`src/rtl/pipe_hold_ctrl.sv`:
```
// rtl/pipe_hold_ctrl.sv - per-stage clock-enable generator with stall merge and interrupt drain FSM
// Optional statistics counters are built when PIPE_HOLD_STATS_EN is defined.
module pipe_hold_ctrl #(
    parameter int STAGES  = 4,
    parameter int NSRC    = 2,
    parameter int IRQ_NUM = 4,
    localparam int SW     = $clog2(STAGES),
    localparam int IW     = $clog2(IRQ_NUM)
) (
    input  logic                 clk,
    input  logic                 reset,
    input  logic                 stallb,
    input  logic [NSRC-1:0]      stall_req,
    input  logic [NSRC*SW-1:0]   stall_lvl,
    input  logic [IRQ_NUM-1:0]   irq,
    input  logic [IRQ_NUM-1:0]   irq_mask,
    input  logic                 irq_ack,
`ifdef PIPE_HOLD_STATS_EN
    input  logic                 stat_clr,
    output logic [15:0]          stat_stall_cnt,
    output logic [15:0]          stat_irq_cnt,
`endif
    output logic [STAGES-1:0]    stg_en,
    output logic [STAGES-1:0]    stg_bubble,
    output logic                 irq_take,
    output logic [IW-1:0]        irq_id,
    output logic                 busy
);

    localparam logic [1:0] S_IDLE  = 2'd0;
    localparam logic [1:0] S_DRAIN = 2'd1;
    localparam logic [1:0] S_TAKE  = 2'd2;

    logic [1:0]         state;
    logic [SW-1:0]      cnt;
    logic [IW-1:0]      id_q;
    logic [IRQ_NUM-1:0] pend;
    logic [IRQ_NUM-1:0] irq_q;

    logic               req_any;
    logic               hold;
    logic [SW-1:0]      depth;
    logic [SW-1:0]      lvl;
    logic [IRQ_NUM-1:0] cand;
    logic               win_vld;
    logic [IW-1:0]      win_id;
    logic [IRQ_NUM-1:0] ack_clr;
    logic               ack_ok;

    // Deepest frozen stage over all asserted requesters, clamped to the last stage
    always_comb begin
        req_any = 1'b0;
        depth   = '0;
        lvl     = '0;
        for (int i = 0; i < NSRC; i++) begin
            lvl = stall_lvl[i*SW +: SW];
            if (int'(lvl) > STAGES - 1) lvl = SW'(STAGES - 1);
            if (stall_req[i]) begin
                req_any = 1'b1;
                if (lvl > depth) depth = lvl;
            end
        end
    end

    // While draining or taking, fetch is always frozen; with no request depth is already 0
    assign hold = req_any || (state != S_IDLE);

    always_comb begin
        stg_en     = '0;
        stg_bubble = '0;
        if (reset && stallb) begin
            for (int k = 0; k < STAGES; k++) begin
                stg_en[k]     = !hold || (k > int'(depth));
                stg_bubble[k] = hold && (k == int'(depth) + 1);
            end
        end
    end

    assign cand = pend & ~irq_mask;

    always_comb begin
        win_vld = 1'b0;
        win_id  = '0;
        for (int j = IRQ_NUM - 1; j >= 0; j--) begin
            if (cand[j]) begin
                win_vld = 1'b1;
                win_id  = IW'(j);
            end
        end
    end

    assign ack_ok  = (state == S_TAKE) && irq_ack;
    assign ack_clr = ack_ok ? (IRQ_NUM'(1) << id_q) : '0;

    always_ff @(posedge clk or negedge reset) begin
        if (!reset) begin
            state <= S_IDLE;
            cnt   <= '0;
            id_q  <= '0;
            pend  <= '0;
            irq_q <= '0;
        end else begin
            irq_q <= irq;
            // A fresh edge in the ack cycle re-arms the line being cleared
            pend  <= (pend & ~ack_clr) | (irq & ~irq_q);
            case (state)
                S_IDLE: begin
                    if (win_vld && stallb) begin
                        id_q  <= win_id;
                        cnt   <= SW'(STAGES - 1);
                        state <= S_DRAIN;
                    end
                end
                S_DRAIN: begin
                    if (stg_en[STAGES-1]) begin
                        cnt <= cnt - SW'(1);
                        if (cnt == SW'(1)) state <= S_TAKE;
                    end
                end
                S_TAKE: begin
                    if (irq_ack) state <= S_IDLE;
                end
                default: state <= S_IDLE;
            endcase
        end
    end

    assign irq_take = (state == S_TAKE);
    assign irq_id   = id_q;
    assign busy     = (state != S_IDLE);

`ifdef PIPE_HOLD_STATS_EN
    always_ff @(posedge clk or negedge reset) begin
        if (!reset) begin
            stat_stall_cnt <= '0;
            stat_irq_cnt   <= '0;
        end else if (stat_clr) begin
            stat_stall_cnt <= '0;
            stat_irq_cnt   <= '0;
        end else begin
            if (!stg_en[0] && stat_stall_cnt != 16'hFFFF) stat_stall_cnt <= stat_stall_cnt + 16'd1;
            if (ack_ok && stat_irq_cnt != 16'hFFFF) stat_irq_cnt <= stat_irq_cnt + 16'd1;
        end
    end
`endif

endmodule

```
`config.mk`:
```
export PLATFORM = sky130hd
export DESIGN_NAME = pipe_hold_ctrl
export DESIGN_NICKNAME = d
export VERILOG_FILES = /design/src/rtl/pipe_hold_ctrl.sv
export SDC_FILE = /design/constraint.sdc
export NUM_CORES = 1
export LEC_CHECK = 0
export CAP_MARGIN = 20
export CORE_ASPECT_RATIO = 0.75
export CORE_MARGIN = 10
export CORE_UTILIZATION = 47
export CTS_CLUSTER_DIAMETER = 60
export DETAILED_ROUTE_END_ITERATION = 8
export GPL_TIMING_DRIVEN = 0
export PLACE_DENSITY = 0.82
export RECOVER_POWER = 25
export SYNTH_ARGS = -nofsm -noshare
export SYNTH_HDL_FRONTEND = slang
export SYNTH_SLANG_ARGS = --single-unit
export TNS_END_PERCENT = 20
```
`constraint.sdc`:
```
create_clock -name clk -period 3.6 [get_ports clk]
set_input_delay 0.72 -clock clk [delete_from_list [all_inputs] [get_ports clk]]
set_output_delay 0.72 -clock clk [all_outputs]
set_load 0.02 [all_outputs]
```
; ---- Word-level counts from Yosys, hierarchy flattened
; Cells that the tools add are included.
; Widths: inputs -> output; s select.
[totals]
out_inout_bits = 12
ff_bits = 14
inputBits = 18
word_cells = 74
[op_classes]
n_eq_ne = 10
add_sub_neg = 2
n_mux = 25
bitwise = 7
n_lt_le_gt_ge = 5
reduce_logical = 19
n_shift = 1
[op_table]
columns = operator, n
row1 = $eq 2x32->1 const A, 1
row2 = $eq 3x32->1 const A, 1
row3 = $logic_not 32->1, 1
row4 = $mux 2, 14
row5 = $and 4x4->4, 3
row6 = $mux 4, 3
row7 = $not 4->4, 3
row8 = $ne 2x2->1 const B, 4
row9 = $logic_and 1x1->1, 7
row10 = $mux 1, 6
row11 = $pmux 2 s3, 1
row12 = $eq 2x1->1 const B, 2
row13 = $gt 2x2->1 const A, 2
row14 = $logic_or 1x1->1, 4
row15 = $or 4x4->4, 1
row16 = $pmux 2 s2, 1
row17 = $reduce_and 4->1, 1
row18 = $reduce_bool 2->1, 2
row19 = $shl 1x2->4 const A, 1
row20 = $add 2x1->3 const B, 1
row21 = $eq 2x3->1 const A, 1
row22 = $reduce_and 3->1, 1
row23 = $eq 2x2->1 const B, 1
row24 = $gt 1x2->1 const A, 1
row25 = 6 further kinds, 6

; ---- Depth between registers and ports, before layout
[depth]
depth_word = 11
mapped_depth = 7
depth_no_buf = 7

; ---- Worst setup path before layout
; OpenSTA, ideal clock, no wires.
[synth_path]
path_type = input-to-output
from = input port stall_lvl[1]
to = output port stg_bubble[1]
cell_stages = 6
arrival_ps = 2234
path_slack_ps = 646
n_path_buf = 0
t_required_ps = 2880
cell_sequence = nand2_1 > ha_1 > o21ba_2 > o31ai_1 > nand2_1 > nor3_1
[synth_via]
elab_chain_cells = 10
[synth_rtl]
columns = item, line_no
row1 = "start, declared", 14  ; input logic [NSRC*SW-1:0] stall_lvl,
row2 = $gt 2x1->1, 60  ; if (lvl > depth) depth = lvl;
row3 = $mux 2 (*), 60
row4 = $mux 2 (*), 58  ; if (stall_req[i]) begin
row5 = $gt 2x2->1, 60
row6 = $mux 2, 60
row7 = $mux 2 (*), 58
row8 = $add 2x1->3 (*), 74  ; stg_bubble[k] = hold && (k == int'(depth) + 1);
row9 = $eq 2x32->1 (*), 74
row10 = $logic_and 1x1->1 (*), 74
row11 = $mux 4 (*), 71  ; if (reset && stallb) begin
row12 = "end, declared", 24  ; output logic [STAGES-1:0] stg_bubble,
; Mark *: on every way between the ends. The rest lies on a longest branch, timed or not.

; ---- Worst setup path in the final report
[layout_path]
from = input port stall_req[0]
to = output port stg_en[3]
[layout_via]
elab_chain_cells = 7
word_cells_on_any_way = 11
cone_classes = order compare: 2 / mux: 6 / reduce/logical: 3
[layout_rtl]
columns = item, line_no
row1 = "start, declared", 13  ; input logic [NSRC-1:0] stall_req,
row2 = $mux 2, 58
row3 = $gt 2x2->1, 60
row4 = $mux 2, 60
row5 = $mux 2, 58
row6 = $gt 2x2->1, 73  ; stg_en[k] = !hold || (k > int'(depth));
row7 = $logic_or 1x1->1 (*), 73
row8 = $mux 4 (*), 71
row9 = "end, declared", 23  ; output logic [STAGES-1:0] stg_en,
; Marks and branches as above.

==> reports/results.tsv <==
metric	value	unit
Tightest Pin Transition	0.7552	ns
Clock Path Buffers	2	
Max Cap Viol	0	
gr usage total	0.1123	
via count	774	
dpl hpwl	1783	um
WP data arrival	2.78	ns
WL final	2189	um
largest net degree at the start of global routing	16	
Worst Hold Depth	1	
Filler Cells Inserted	139	
post-synthesis async set-or-reset flop share	1.000	
setup ws final	0.09993	ns
sequential area share after synthesis	0.4040	
critical path capture point type	primary output	
Tmin final	3.500	ns
Pins Over Slew Limit	0	
top-area cell type share of the netlist area	0.4040	
CORE AREA	1740	um^2
Worst slew margin	0.4965	
drt pass-1 iters	4	
Hold Path Origin	irq_q[0]	
Design Power	0.5615	mW
vias in the first global route	780	
Root Buffer	clkbuf_4	
CTS sink count	14	
first-pass GRT wire length	3684	um
gpl congestion	0.8417	
final setup violation count	0	
crit path cell chain	clkdlybuf4s50_1 > nand2_1 > ha_1 > o21ba_2 > o31a_1 > o21ai_4 > clkdlybuf4s15_1	
r2r startpoint	state[1]	
post-place setup slack	-0.4061	ns
Static Leak	0.5386	nW
Post-Syn Nets	116	
EDFF count, synth	0	
Core Util, Final	0.6959	
WP depth	7	
antenna cells	0	
register bit total from synthesis	14	
clock slew at reported path FFs	0.08	ns
effective utilization at floorplan	0.4982	
DRT iter0 DRCs	39	
run status	finished clean	
max incr delay on CP	0.53	ns
DIE WIDTH	69.60	um
GR Overflow Total	0	
delay-heaviest family, CP	buffers and inverters	
critical path class	in2out	
reg2reg path depth	4	
Peak Freq	0.2857	GHz
Netlist cell types	35	
FP Rows	13	
crit path launch type	input port	
Nets	149	
Hold Crit Class	reg2reg	
Post-synth top cells	dfrtp_1 (14), inv_1 (12), nor2_1 (8), o21ai_0 (6)	
setup TNS	0	ns
die height	57.20	um
CP required	2.88	ns
Min-Delay Endpoint	pend[0]	
synth top area cells	dfrtp_1 (40%), ha_1 (5.8%), inv_1 (5.2%)	
clock skew	0.004981	ns
WL/cell	14.79	um
top_reg_cell synth	dfrtp_1	
Top Ports	30	
CTS Buf Count	3	
die area	3980	um^2
CTS tree	built	
htree depth	1	
share of cells above drive strength 1	0.1508	
Max IR drop VDD	0.0003103	V
Mapped Area	867.1	um^2
# DRC	0	
Syn Inst Count	94	
Avg Inst Size Synth	9.224	um^2
Routed Antenna Nets	0	
R2R Path End	cnt[1]	
clk_lat worst skew	0.28	ns
top-count cell post-synth	dfrtp_1	
buffers plus inverters on the worst setup path	2	
Buffers on Ports	28	
Yosys warning count	0	
crit-path max FO	5	
Setup Buffers After CTS	0	
Vias/cell	5.230	
Area Growth Syn to Fin	39.68	%
Yosys top cell by area	dfrtp_1	
Pwr Density	463.6	nW/um^2
final hold vios	0	
post-route clock period utilization	0.9722	
slowest CP cell	clkdlybuf4s50_1	
initial antenna violation count	0	
r2r setup slk	2.01	ns
## power breakdown
part           switching (mW)  internal, mW  total (mW)
Sequential             0.0248         0.187       0.212
Clock                  0.0501        0.0616       0.112
Combinational           0.129         0.109       0.238
## layout make-up
class	instances	area, um^2	area share
plain buffers	1	7.507	0.006198
clock buffers	4	36.28	0.02996
inverters	13	53.80	0.04442
multi-input cells	66	470.5	0.3884
flip-flops and latches	14	350.3	0.2893
well taps	22	27.53	0.02273
repair buffers	28	265.3	0.2190
## per-stage QoR
stage / instance area, um^2 / hold slack (ns) / instances
2_1_floorplan: 867.1 / 0.3996 / 94
3_3_place_gp: 1175 / 0.4026 / 144
3_5_place_dp: 1175 / 0.4144 / 144
4_1_cts: 1214 / 0.4230 / 148
5_1_grt: 1211 / 0.4358 / 148
6_report: 1211 / 0.4163 / 148
## cells in the final DEF (no fill, tap or decap), types with 2 or more instances in the layout
master | Yosys | layout
o21ai_0 | 6 | 6
nand2b_1 | 5 | 5
nand2_1 | 4 | 4
nor2b_1 | 4 | 4
dlygate4sd2_1 | 0 | 3
o31ai_1 | 5 | 4
and2b_2 | 2 | 2
a21oi_1 | 3 | 3
clkbuf_4 | 0 | 3
ha_1 | 4 | 4
inv_1 | 12 | 12
a32oi_1 | 2 | 2
dfrtp_1 | 14 | 14
clkdlybuf4s50_1 | 0 | 22
nor3_1 | 3 | 3
nor2_1 | 8 | 8
## registers in the layout, summed over array words and instances, names as in the netlist
register,cells
irq_q,4
cnt,2
irq_id,2
state,2
pend,4
## layer usage
layer	up-vias	global-route usage	routed length [um]
li1	394	-	-
met1	356	0.1403	988
met2	20	0.1693	1012
met3	4	0.05009	160
met4	0	0.03438	27
met5	-	0	0
## cells by family (layout without fill, tap and decap cells)
family	after synthesis	count (layout)	synth area share
other cells	1	1	0.004325
simple gates	36	36	0.2396
fa+ha+maj	4	4	0.05772
buf+inv	14	46	0.07071
flops	14	14	0.4040
compound gates	25	25	0.2237
## what timing repair did
item	CTS	global route
hold buffers	0	0
resized for setup	12	4
endpoints found under the setup margin	6	1
hold endpoints to repair	0	0
## worst max-delay path by stage
stage	from	endpoint
CTS	stall_req[0]	stg_bubble[1]
global placement	reset	stg_bubble[2]
finish	stall_req[0]	stg_en[3]
global route	reset	stg_en[2]
detailed placement	stall_req[0]	stg_bubble[1]
floorplan	stall_lvl[1]	stg_bubble[1]
Power figures use the tool's default switching activity.
